$ cat config.mk
export PLATFORM = sky130hd
export DESIGN_NAME = keypad_scanner
export DESIGN_NICKNAME = d
export VERILOG_FILES = /design/src/rtl/keypad_pkg.sv /design/src/rtl/row_sync.sv /design/src/rtl/keypad_scanner.sv
export SDC_FILE = /design/constraint.sdc
export NUM_CORES = 1
export LEC_CHECK = 0
export ABC_CLOCK_PERIOD_IN_PS = 4840
export BUFFER_PORTS_ARGS = -buffer_cell sky130_fd_sc_hd__buf_2
export CORE_ASPECT_RATIO = 2
export CORE_MARGIN = 3
export CORE_UTILIZATION = 55
export DETAILED_ROUTE_END_ITERATION = 7
export PLACE_DENSITY_LB_ADDON = 0.05
export SYNTH_ARGS = -nofsm -noshare
export SYNTH_HDL_FRONTEND = slang
export SYNTH_SLANG_ARGS = --single-unit
$ cat constraint.sdc
create_clock -name clock -period 4.84 [get_ports clock]
set_clock_uncertainty 0.2 [all_clocks]
set_input_delay 0.484 -clock clock [delete_from_list [all_inputs] [get_ports clock]]
set_output_delay 0.484 -clock clock [all_outputs]
set_load 0.01 [all_outputs]
$ cat src/rtl/keypad_pkg.sv
// Shared types and constants for the 4x4 matrix keypad scanner.
// Holds the scanner state encoding, the named key codes for the
// letter/symbol keys, and the row/column to key-code map.
package keypad_pkg;

    typedef enum logic [1:0] {
        SCAN     = 2'd0,
        DEBOUNCE = 2'd1,
        HELD     = 2'd2,
        RELEASE  = 2'd3
    } state_t;

    localparam logic [3:0] KEY_ADD  = 4'd10;
    localparam logic [3:0] KEY_SUB  = 4'd11;
    localparam logic [3:0] KEY_C    = 4'd12;
    localparam logic [3:0] KEY_D    = 4'd13;
    localparam logic [3:0] KEY_STAR = 4'd14;
    localparam logic [3:0] KEY_HASH = 4'd15;

    // Indexed [row][column]; row 0 is the top row of the keypad.
    localparam logic [3:0] KEY_MAP [4][4] = '{
        '{4'd1,     4'd2, 4'd3,     KEY_ADD},
        '{4'd4,     4'd5, 4'd6,     KEY_SUB},
        '{4'd7,     4'd8, 4'd9,     KEY_C},
        '{KEY_STAR, 4'd0, KEY_HASH, KEY_D}
    };

    function automatic logic [3:0] key_code(input logic [1:0] row, input logic [1:0] col);
        return KEY_MAP[row][col];
    endfunction

endpackage

$ cat src/rtl/row_sync.sv
// Two-flop synchronizer for the raw keypad rows.
// Resets to all-high so an idle keypad is seen during and after reset.
module row_sync (
    input  logic       clock,
    input  logic       reset,
    input  logic [3:0] rows_in,
    output logic [3:0] rows_s
);

    logic [3:0] meta_q, meta_d;
    logic [3:0] sync_q, sync_d;

    // Next values simply shift the raw rows one stage down the chain.
    always_comb begin
        meta_d = rows_in;
        sync_d = meta_q;
    end

    // Synchronizer flops, cleared to the idle (all-high) pattern on reset.
    always_ff @(posedge clock) begin
        if (reset) begin
            meta_q <= 4'hF;
            sync_q <= 4'hF;
        end else begin
            meta_q <= meta_d;
            sync_q <= sync_d;
        end
    end

    assign rows_s = sync_q;

endmodule

$ cat src/rtl/keypad_scanner.sv
// 4x4 matrix keypad scanner with debounce for the calculator control unit.
// Walks the columns, latches a single pressed key, debounces press and
// release, and raises trig (plus a one-cycle key_strobe) while it is held.
// Optional macro KEYPAD_MULTI_ERR_EN adds a multi_key pulse output that
// flags scan samples with more than one row low.
module keypad_scanner
    import keypad_pkg::*;
#(
    parameter int SCAN_DIV     = 50000,
    parameter int DEBOUNCE_CNT = 250000,
    parameter int CNT_W        = 32
) (
    input  logic       clock,
    input  logic       reset,
    input  logic [3:0] row_n,
    output logic [3:0] col_n,
    output logic [3:0] keyPressed,
    output logic       trig,
`ifdef KEYPAD_MULTI_ERR_EN
    output logic       multi_key,
`endif
    output logic       key_strobe
);

    localparam logic [CNT_W-1:0] SCAN_LAST = CNT_W'(SCAN_DIV - 1);
    localparam logic [CNT_W-1:0] DEB_LAST  = CNT_W'(DEBOUNCE_CNT - 1);

    logic [3:0]       rows_s;
    state_t           state_q, state_d;
    logic [1:0]       col_idx_q, col_idx_d;
    logic [CNT_W-1:0] cnt_q, cnt_d;
    logic [1:0]       row_idx_q, row_idx_d;
    logic [3:0]       row_pat_q, row_pat_d;
    logic [3:0]       key_q, key_d;
    logic             trig_q, trig_d;
    logic             strobe_q, strobe_d;
    logic             one_low;
    logic [1:0]       low_idx;
    logic             latched_low;

    row_sync u_row_sync (
        .clock   (clock),
        .reset   (reset),
        .rows_in (row_n),
        .rows_s  (rows_s)
    );

    // Classify the synchronized rows: exactly one low row and which one it is.
    always_comb begin
        one_low = 1'b1;
        low_idx = 2'd0;
        case (rows_s)
            4'b1110: low_idx = 2'd0;
            4'b1101: low_idx = 2'd1;
            4'b1011: low_idx = 2'd2;
            4'b0111: low_idx = 2'd3;
            default: one_low = 1'b0;
        endcase
    end

    assign latched_low = ~rows_s[row_idx_q];

    // Scan / debounce / held / release sequencing and output updates.
    always_comb begin
        state_d   = state_q;
        col_idx_d = col_idx_q;
        cnt_d     = cnt_q;
        row_idx_d = row_idx_q;
        row_pat_d = row_pat_q;
        key_d     = key_q;
        trig_d    = trig_q;
        strobe_d  = 1'b0;
        case (state_q)
            SCAN: begin
                if (cnt_q == SCAN_LAST) begin
                    cnt_d = '0;
                    if (one_low) begin
                        row_idx_d = low_idx;
                        row_pat_d = rows_s;
                        state_d   = DEBOUNCE;
                    end else begin
                        col_idx_d = col_idx_q + 2'd1;
                    end
                end else begin
                    cnt_d = cnt_q + CNT_W'(1);
                end
            end
            DEBOUNCE: begin
                if (rows_s == row_pat_q) begin
                    if (cnt_q == DEB_LAST) begin
                        cnt_d    = '0;
                        key_d    = key_code(row_idx_q, col_idx_q);
                        trig_d   = 1'b1;
                        strobe_d = 1'b1;
                        state_d  = HELD;
                    end else begin
                        cnt_d = cnt_q + CNT_W'(1);
                    end
                end else begin
                    cnt_d   = '0;
                    state_d = SCAN;
                end
            end
            HELD: begin
                if (!latched_low) begin
                    cnt_d   = '0;
                    state_d = RELEASE;
                end
            end
            RELEASE: begin
                if (latched_low) begin
                    cnt_d   = '0;
                    state_d = HELD;
                end else if (cnt_q == DEB_LAST) begin
                    cnt_d     = '0;
                    trig_d    = 1'b0;
                    col_idx_d = col_idx_q + 2'd1;
                    state_d   = SCAN;
                end else begin
                    cnt_d = cnt_q + CNT_W'(1);
                end
            end
            default: begin
                state_d   = SCAN;
                col_idx_d = 2'd0;
                cnt_d     = '0;
                key_d     = 4'd0;
                trig_d    = 1'b0;
            end
        endcase
    end

    // State and output registers with synchronous reset.
    always_ff @(posedge clock) begin
        if (reset) begin
            state_q   <= SCAN;
            col_idx_q <= 2'd0;
            cnt_q     <= '0;
            row_idx_q <= 2'd0;
            row_pat_q <= 4'hF;
            key_q     <= 4'd0;
            trig_q    <= 1'b0;
            strobe_q  <= 1'b0;
        end else begin
            state_q   <= state_d;
            col_idx_q <= col_idx_d;
            cnt_q     <= cnt_d;
            row_idx_q <= row_idx_d;
            row_pat_q <= row_pat_d;
            key_q     <= key_d;
            trig_q    <= trig_d;
            strobe_q  <= strobe_d;
        end
    end

`ifdef KEYPAD_MULTI_ERR_EN
    logic multi_q, multi_d;

    // Flag a scan sample that shows more than one row low.
    always_comb begin
        multi_d = 1'b0;
        if (state_q == SCAN && cnt_q == SCAN_LAST && !one_low && rows_s != 4'hF) begin
            multi_d = 1'b1;
        end
    end

    // Register the multi-key flag so it is a clean one-cycle pulse.
    always_ff @(posedge clock) begin
        if (reset) begin
            multi_q <= 1'b0;
        end else begin
            multi_q <= multi_d;
        end
    end

    assign multi_key = multi_q;
`endif

    assign col_n      = ~(4'b0001 << col_idx_q);
    assign keyPressed = key_q;
    assign trig       = trig_q;
    assign key_strobe = strobe_q;

endmodule

Word level (Yosys, flattened, before mapping)
Cells that the tools add are included.
{ "word_totals": {"regBits": 56, "inputBits": 6, "out_inout_bits": 10, "elab_cells": 86} }
{ "classes": {"add_sub_neg": 2, "magnitude_cmp": 3, "eq_ne": 20, "n_shift": 1, "n_mux": 35, "n_bitwise": 5, "n_reduce_logical": 10} }
{ "op_table": {"columns": ["cell", "n"], "rows": [
  ["$mux 32", 5],
  ["$pmux 32 s4", 1],
  ["$add 32x1->32 const B", 1],
  ["$bmux 16 s2", 1],
  ["$eq 32x16->1 const B", 1],
  ["$eq 32x18->1 const B", 1],
  ["$mux 16", 2],
  ["$mux 2", 11],
  ["$ne 2x2->1 const B", 8],
  ["$reduce_and 5->1", 3],
  ["$eq 4x4->1 const B", 3],
  ["$bmux 4 s2", 1],
  ["$mux 4", 2],
  ["$pmux 2 s4", 1],
  ["$mux 1", 7],
  ["$ge 3x3->1 const B", 2],
  ["$ne 3x3->1 const B", 2],
  ["$not 2->3", 2],
  ["$pmux 2 s3", 1],
  ["$reduce_and 3->1", 2],
  ["$eq 2x2->1 const B", 2],
  ["$eq 4x3->1 const B", 1],
  ["$eq 4x4->1", 1],
  ["$not 4->4", 1],
  ["12 further kinds", 14]
]} }

Longest topological paths before layout
Gate-level depths: netlist of run 1.
{ "logic_depth": {"depth_word": 7, "ltp_mapped": 8, "ltp_nobuf": 6} }

By module
A second synthesis of run 1 with hierarchy kept.
{ "unflattened": {"cells_unflattened": 339, "hier_area_um2": 2922.8} }
{ "by_module_without_submodules": {"columns": ["module", "instances", "cells_each", "area_per_inst_um2", "seq_area_each_um2"], "rows": [
  ["keypad_scanner", 1, 323, 2712.6, 960.9],
  ["row_sync", 1, 16, 210.2, 160.2]
]} }

Worst setup path after synthesis of run 1
OpenSTA, ideal clock, no wires.
{ "synth_timing": {"path_type": "register -> register", "start": "reg cnt_q[6]", "end": "reg col_idx_q[0]", "setup_time_ns": 0.123, "t_arrival_ns": 1.949, "t_required_ns": 4.517, "path_slack_ns": 2.568, "path_stages_with_launch": 6, "path_buffers": 0, "period_less_slack_ns": 2.272, "cell_sequence": "dfxtp_1 or3b_1 nor4_2 or4b_1 a21oi_2 mux2_1"} }
{ "synth_via": {"elab_chain_cells": 3, "word_cells_on_any_way": 5, "classes_between": "4 x eq/ne; 1 x reduce/logical"} }
{ "synth_rtl": {"columns": ["item", "line", "source"], "rows": [
  ["start, declared", "keypad_scanner.sv:31", "logic [CNT_W-1:0] cnt_q, cnt_d;"],
  ["start signal, assigned", "keypad_scanner.sv:147", "cnt_q <= cnt_d;"],
  ["$eq 32x18->1 or $eq 32x16->1 (tied branches)", "keypad_scanner.sv:114, keypad_scanner.sv:75", null],
  ["$ne 2x2->1 (no source line)", null, null],
  ["$reduce_and 5->1 (no source line) (*)", null, null],
  ["end signal, assigned", "keypad_scanner.sv:146", "col_idx_q <= col_idx_d;"],
  ["end, declared", "keypad_scanner.sv:30", "logic [1:0] col_idx_q, col_idx_d;"]
]} }
Every way passes the cells marked *; elsewhere a longest branch is shown, timed or not.
A chain may end at the register's enable or synchronous reset.

Final worst setup path of run 1
{ "layout_timing": {"start": "reg row_idx_q[0]", "end": "reg cnt_q[31]"} }
{ "layout_via": {"elab_chain_cells": 4, "word_cells_on_any_way": 5, "classes_between": "1 x eq/ne; 4 x mux"} }
{ "layout_rtl": {"columns": ["item", "line", "source"], "rows": [
  ["start, declared", "keypad_scanner.sv:32", "logic [1:0] row_idx_q, row_idx_d;"],
  ["start signal, assigned", "keypad_scanner.sv:148", "row_idx_q <= row_idx_d;"],
  ["$bmux 1 s2 (*)", "keypad_scanner.sv:61", "assign latched_low = ~rows_s[row_idx_q];"],
  ["$mux 1 (implied by the code) (*)", "keypad_scanner.sv:61", null],
  ["$mux 32", "keypad_scanner.sv:111", "if (latched_low) begin"],
  ["$pmux 32 s4", "keypad_scanner.sv:73", "case (state_q)"]
]} }
Every way passes the cells marked *; elsewhere a longest branch is shown, timed or not. The select of a mux whose other input is x is not followed.

==> results list, run 1 <==
- The flow ran to the end, and the final reports show no timing, DRC or antenna violations.
- Of the total power, registers draw 0.583.
* Synthesized Nets: 351
* Number of buffers inserted to repair setup after CTS: 0
- Via count: 2,360
* Total overflow reported by the global router: 0
* Pin count of the biggest net entering global routing: 54
* Die width: 58.06 um
- For this run, the slowest stage of the critical path takes 0.93 ns.
- After the last flow step, the layout net total stands at 351.
- Mapped Area: 0.002982 mm^2
* Post-synth top flop: dfxtp_1
* First-pass GRT wire length: 10.96 mm
- Y dimension of the die: 110.1 um
- For this design, the CTS-stage hold fixing added 0 buffers.
- Number of max-cap violations: 0
- For the pin with the worst max-slew slack, the measured transition is 1.089 ns.
* Worst vdd ir: 0.2850 mV
* Post-Syn Area per Cell: 8.769 um^2
- Library cell used as clock root buffer: clkbuf_8
- Final setup slack of the worst path: 1.947 ns
- Broken down by cell family, the worst path's largest delay share belongs to compound AO/OA/AOI/OAI gates.
- Power density over the cells: 260.7 mW/mm^2
- Area of the core region: 0.005185 mm^2
- TritonCTS built the clock tree.
- Per-cell routed wire length: 16.21 um
- The worst setup path is launched from a register.
- For this run, the total global-route usage over all layers was measured as 0.2230.
* Antenna violations before repair: 0
- Proportion of layout cells with a drive suffix above 1: 0.1261
* R2r startpoint: row_idx_q[0]$_SDFFE_PP0P_
* Worst Setup SP: row_idx_q[0]$_SDFFE_PP0P_
- Summed over all failing endpoints, the final setup total negative slack is 0 ns.
- The filler cells instantiated in the layout total 493.
* Unique cell type count in the Yosys netlist: 50
- For this design the top-level I/O count stands at 16.
- Leaving out fill and tap cells, the most frequent cell in the layout is dfxtp_1.
- Residual DRC count: 0
* Wirelength, routed: 6.467 mm
- The die covers 0.006394 mm^2.
- Pre-CTS setup slack: 2.021 ns
- Fmax: 345.6 MHz
* Number of buffer cells added on primary ports: 15
- The worst pin sits at a relative slew slack of 0.2734.
- Relative to the synthesized area, the layout overhead comes to 4.616%.
- Crit-path slowest cell: o2111ai_1
* Final Critical Period: 2.893 ns
- Number of levels the H-tree was split into: 2
- Overall power consumption after layout is estimated at 0.8131 mW.
- Synthesis produced 340 cells.
- CTS max path bufs: 2
- Clock network latency to the later pin of the worst-skew pair: 0.32 ns
* Setup-violating endpoint count in the final report: 0
- TritonRoute pass-1 iters: 4
- The number of buffers and inverters on the critical path is 0.
- Along the worst path, the maximum fanout reaches 11.
- CTS saw 56 sinks.
- Counting flops and latches in the post-synthesis netlist gives 56.
- Worst hold-check path type: in -> reg
- Dividing the final minimum period by the clock period gives 0.5978.
- Clock-pin slew was measured on the worst setup and hold paths at 0.10 ns.
- Async set-reset flop share out of synthesis: 0
- Number of synthesized flops with an enable pin: 0
* Antenna Diode Count: 0
* Startpoint of the lowest-slack hold path: row_n[0]
- Flip-flop and latch area: 0.001121 mm^2
- The count of final hold-check violations came to 0.
* Footprint of the multi-input gates: 0.001675 mm^2
* Via count of the first global-routing pass: 2,359
- STA classifies the critical path endpoint as a register.
- The internal portion of the total power is 0.6316 mW.
* Leakage: 1.039 nW
* Total clock buffers created by CTS: 5
- Violation count after the first detailed-routing iteration: 66
- The share of total power dissipated in the clock network is 0.381.
* Number of resized instances in the post-cts repair step: 0
- Data arrival time of the worst path: 2.86 ns
- The setup path with the least slack is of type reg -> reg.
- Via/cell ratio: 5.915
- Required arrival time at the worst endpoint: 4.81 ns
- The detail route stage leaves a number of antenna-violating nets equal to 0.
- Final RePlAce weighted congestion: 0.8323
- Switching portion of total power: 0.2233
* Portion of total power attributed to combinational logic: 0.036
* Number of rows created at floorplan: 37
- Summed over all nets, the half-perimeter wirelength after detailed placement is 4.653 mm.
* Yosys Warn Count: 0
* Number of pins with negative max-slew slack in the final report: 0
* Top library cells by usage in the layout, fill and taps aside: 56 x dfxtp_1, 44 x nor3_1, 29 x xnor2_1, 23 x nand2_1, 16 x nand3_1
- Net switching power: 0.1816 mW
- Unrepaired setup endpoints after global routing: false
- Part of the Yosys area used for sequential elements: 0.3760
- Series of cell instances along the critical path: mux4_2 -> o2111ai_1 -> nor4_1 -> xnor2_1 -> nor3_1
- For this configuration, the core starts out at a cell density of 0.5750.
-- synth_stat cells, types with 2 or more instances --
| master | count | share of area |
|---|---|---|
| ha_1 | 5 | 0.021 |
| xor2_1 | 11 | 0.032 |
| and3_1 | 5 | 0.010 |
| and4_1 | 7 | 0.021 |
| dfxtp_1 | 56 | 0.38 |
| inv_1 | 15 | 0.019 |
| clkbuf_1 | 9 | 0.011 |
| nor4b_1 | 2 | 0.0059 |
| or3b_1 | 2 | 0.0059 |
| a21oi_1 | 4 | 0.0067 |
| nand4_1 | 9 | 0.019 |
| buf_4 | 3 | 0.0076 |
| nor3_1 | 44 | 0.074 |
| nand3_1 | 16 | 0.027 |
| o211ai_1 | 7 | 0.018 |
| nor2_1 | 15 | 0.019 |
| nor4_1 | 14 | 0.029 |
| buf_6 | 3 | 0.011 |
| buf_2 | 6 | 0.010 |
| xnor2_1 | 29 | 0.085 |
| o2111ai_1 | 3 | 0.0088 |
| nand4b_1 | 3 | 0.0088 |
| o21ai_0 | 6 | 0.010 |
| mux2i_1 | 6 | 0.020 |
| or2_2 | 10 | 0.021 |
| and2_1 | 3 | 0.0063 |
| nor2b_1 | 2 | 0.0042 |
| nand2_1 | 23 | 0.029 |
-- kinds of logic after synthesis --
| kind of cell | share of synthesized area |
|---|---|
| and+or+nand+nor | 0.3080 |
| xor gates and xnor gates | 0.1175 |
| DFF | 0.3760 |
| AOI/OAI and AO/OA | 0.08394 |
| muxes | 0.03147 |
| adders and majority gates | 0.02098 |
| buffers and inverters | 0.06210 |
-- through the flow --
step	instances	instance area, um^2	hold WS [ns]	utilization
4_1_cts	399	3119	0.1288	0.6016
5_1_grt	399	3119	0.1320	0.6016
6_report	399	3119	0.1322	0.6016
3_5_place_dp	391	3008	0.1942	0.5801
3_3_place_gp	391	3008	0.1924	0.5801
2_1_floorplan	340	2982	0.1895	-
-- area by class of cell --
cell class / count / share of cell area
repair buffers: 16 / 0.02647
inverters: 15 / 0.01805
well taps: 58 / 0.02327
clock inverters: 3 / 0.01364
multi-input cells: 246 / 0.5371
flip-flops and latches: 56 / 0.3594
clock buffers: 5 / 0.02206
-- sequential cells by signal (all words and copies together), names as in the netlist, 2 cells and up --
register           flops
col_idx_q              2
keyPressed             4
u_row_sync.meta_q      4
row_pat_q              4
state_q                2
cnt_q                 32
row_idx_q              2
u_row_sync.rows_s      4
-- metal layers --
| layer | global-route usage | wire length (um) | vias up |
|---|---|---|---|
| met5 | 0 | 0 | - |
| met4 | 0.09784 | 170 | 0 |
| met3 | 0.03963 | 119 | 14 |
| met2 | 0.4248 | 3571 | 25 |
| met1 | 0.2291 | 2606 | 1111 |
| li1 | - | - | 1210 |
-- power groups by stage --
stage / combinational (mW) / clock, mW / sequential, mW
after global placement: 0.0294 / 0 / 0.485
final: 0.0292 / 0.310 / 0.474
after global routing: 0.0335 / 0.333 / 0.475
after CTS: 0.0296 / 0.317 / 0.474
after floorplan: 0.0257 / 0 / 0.481
after detailed placement: 0.0295 / 0 / 0.485
-- worst paths after layout --
kind                                           to  slack, ns  cells past startpoint
setup / recovery           cnt_q[31]$_SDFFE_PP0P_       1.95                      5
hold / removal    u_row_sync.meta_q[0]$_SDFF_PP1_       0.13                      2
setup reg to reg           cnt_q[31]$_SDFFE_PP0P_       1.95                      5
hold reg to reg   u_row_sync.rows_s[3]$_SDFF_PP1_       0.22                      1
No activity file was read; power rests on OpenSTA's default activity.
==> inputs of run 2 (changes only) <==
--- a/config.mk
+++ b/config.mk
@@ -5,7 +5,7 @@
 export SDC_FILE = /design/constraint.sdc
 export NUM_CORES = 1
 export LEC_CHECK = 0
-export ABC_CLOCK_PERIOD_IN_PS = 4840
+export ABC_CLOCK_PERIOD_IN_PS = 2600
 export BUFFER_PORTS_ARGS = -buffer_cell sky130_fd_sc_hd__buf_2
 export CORE_ASPECT_RATIO = 2
 export CORE_MARGIN = 3
==> constraint.sdc (replaced) <==
create_clock -name clock -period 2.6 [get_ports clock]
set_clock_uncertainty 0.2 [all_clocks]
set_input_delay 0.26 -clock clock [delete_from_list [all_inputs] [get_ports clock]]
set_output_delay 0.26 -clock clock [all_outputs]
set_load 0.01 [all_outputs]
==> results list, run 2 (same netlist as run 1, synthesis figures left out) <==
- Ports: 16 (unchanged)
- The startpoint-to-endpoint class of the critical path is reg -> reg (unchanged).
* Number of buffers inserted to repair setup after CTS: 0 (unchanged)
* Logic depth of the worst register-to-register path: 5 (unchanged)
* Number of rows created at floorplan: 37 (unchanged)
- Total clock buffers created by CTS: 5 (unchanged)
- Final cell utilization of the core: 0.6277 (was 0.6016)
- Top library cells by usage in the layout, fill and taps aside: 56 x dfxtp_1, 44 x nor3_1, 29 x xnor2_1, 23 x nand2_1, 16 x nand3_1 (unchanged).
- The startpoint type of the worst setup path is a register (unchanged).
- The max-capacitance violation count came to 0 (unchanged).
- Result of the run: completed (unchanged)
- Pin count of the biggest net entering global routing: 38 (was 54)
* Instance count along the most critical hold path: 1 (was 2)
* Number of resized instances in the post-cts repair step: 0 (unchanged)
* Library cell used as clock root buffer: clkbuf_8 (unchanged)
- Area of the core region: 0.005185 mm^2 (unchanged)
- The via count of the routed design is 2,446 (was 2,360).
* Number of buffer cells added on primary ports: 15 (unchanged)
- Crit-path slowest cell: or4b_1 (was o2111ai_1)
* Fmax: 411.0 MHz (was 345.6 MHz)
* Via count of the first global-routing pass: 2,446 (was 2,359)
* Unrepaired setup endpoints after global routing: false (unchanged)
- Starting density of the core: 0.5750 (unchanged)
* TritonRoute pass-1 iters: 4 (unchanged)
- The leakage dissipation is 1.115 nW (was 1.039 nW).
- Largest fanout on the critical path: 5 (was 11)
* Violation count after the first detailed-routing iteration: 97 (was 66)
* Final hold viol count: 0 (unchanged)
- The worst voltage drop across the vdd grid was 0.4823 mV (was 0.2850 mV).
- Final nets: 366 (was 351)
* Worst hold slack: 0.2168 ns (was 0.1322 ns)
* Number of levels the H-tree was split into: 2 (unchanged)
* Sort of element at the end of the critical path: register (unchanged)
* Delay of the slowest cell on the worst path: 0.47 ns (was 0.93 ns)
- Gr usage total: 0.2212 (was 0.2230)
* Area added between synthesis and finish: 9.148% (was 4.616%)
* Y dimension of the die: 110.1 um (unchanged)
* Via/cell ratio: 5.908 (was 5.915)
- Die width: 58.06 um (unchanged)
* Series of cell instances along the critical path: or3b_1 -> nor4_2 -> or4b_1 -> a21oi_2 -> mux2_1 (was mux4_2 -> o2111ai_1 -> nor4_1 -> xnor2_1 -> nor3_1)
* CTS hold repair buffers: 4 (was 0)
- The final max-slew violation count came to 0 (unchanged).
- The half-perimeter wire length after detailed placement is 4.745 mm (was 4.653 mm).
- The die footprint came to 0.006394 mm^2 (unchanged).
* Antenna-violating nets left: 0 (unchanged)
- The post-route fraction of the period consumed by the critical path is 0.9358 (was 0.5978).
* Final TNS setup: 0 ns (unchanged)
- Total overflow reported by the global router: 0 (unchanged)
- Power density over the cells: 464.7 mW/mm^2 (was 260.7 mW/mm^2)
* Wirelength, routed: 6.512 mm (was 6.467 mm)
- Data arrival time of the worst path: 2.43 ns (was 2.86 ns)
- Final Critical Period: 2.433 ns (was 2.893 ns)
* Filler Cells Inserted: 495 (was 493)
- Clock network latency to the later pin of the worst-skew pair: 0.30 ns (was 0.32 ns)
* Worst hold-check path type: reg -> reg (was in -> reg)
* Required arrival time at the worst endpoint: 2.59 ns (was 4.81 ns)
* Per-cell routed wire length: 15.73 um (was 16.21 um)
- The worst relative slew slack is 0.5623 (was 0.2734).
- The clock transition at the registers of the reported paths came to 0.10 ns (about the same).
- Clock Sink Count: 56 (unchanged)
* Antenna Diode Count: 0 (unchanged)
* Register with the most flip-flops: cnt_q (unchanged)
- The last weighted congestion value of the routability-driven placer is 0.8511 (was 0.8323).
- Number of flip-flops in the largest register: 32 (unchanged)
- The TritonCTS clock tree is done (unchanged).
* Setup-violating endpoint count in the final report: 0 (unchanged)
* Commonest non-fill, non-tap cell in the layout: dfxtp_1 (unchanged)
* CTS max path bufs: 2 (unchanged)
* Measured slew at the worst slew-check pin: 0.6566 ns (was 1.089 ns)
* Residual DRC count: 0 (unchanged)
- Proportion of layout cells with a drive suffix above 1: 0.1517 (was 0.1261)
- Antenna violations before repair: 0 (unchanged)
- The first-pass GRT wire length was 11.25 mm (was 10.96 mm).
-- run 2: cell types whose count changed in the layout (fill, tap and decap cells not counted), sizes merged --
cell / before / now
dlygate4sd3: 0 / 4
buf: 16 / 27
-- run 2: path summary, 6_finish.rpt --
check / start / to / slack (ns)
min: u_row_sync.meta_q[1]$_SDFF_PP1_ / u_row_sync.rows_s[1]$_SDFF_PP1_ / 0.22
min reg2reg: u_row_sync.meta_q[1]$_SDFF_PP1_ / u_row_sync.rows_s[1]$_SDFF_PP1_ / 0.22
max reg2reg: cnt_q[6]$_SDFFE_PP0P_ / col_idx_q[0]$_SDFFE_PP0P_ / 0.17
max: cnt_q[6]$_SDFFE_PP0P_ / col_idx_q[0]$_SDFFE_PP0P_ / 0.17
-- run 2: layout make-up --
cell class,instances,area [um^2],area share
Multi-Input combinational cell,246,1675,0.5148
Sequential cell,56,1121,0.3445
Timing Repair Buffer,31,217.7,0.06690
Tap cell,58,72.57,0.02230
Clock buffer,5,68.82,0.02115
Inverter,15,56.30,0.01730
Clock inverter,3,42.54,0.01307
-- run 2: through the flow --
step	setup slack [ns]	std cells	total power, mW	area (um^2)
2_1_floorplan	0.3278	340	0.9427	2982
3_3_place_gp	0.1578	402	0.9631	3103
3_5_place_dp	0.1582	402	0.9640	3103
4_1_cts	0.1389	414	1.527	3254
5_1_grt	0.04226	414	1.564	3254
6_report	0.1668	414	1.512	3254
-- run 2: critical path, delay by kind of cell, from the launching register on --
family	cells	cell delay (ns)
AO/OA/AOI/OAI	1	0.20
AND/OR/NAND/NOR	3	1.18
multiplexers	1	0.33
flip-flops	1	0.42
-- run 2: where the power goes --
| group | switching (mW) | internal (mW) |
|---|---|---|
| Clock | 0.279 | 0.285 |
| Sequential | 0.0118 | 0.869 |
| Combinational | 0.0369 | 0.0306 |
-- run 2: layer usage --
metal	GRT usage	up-vias	share of wire
li1	-	1239	-
met5	0	-	0
met2	0.4264	29	0.55
met1	0.2403	1165	0.41
met3	0.02331	13	0.016
met4	0.07960	0	0.024
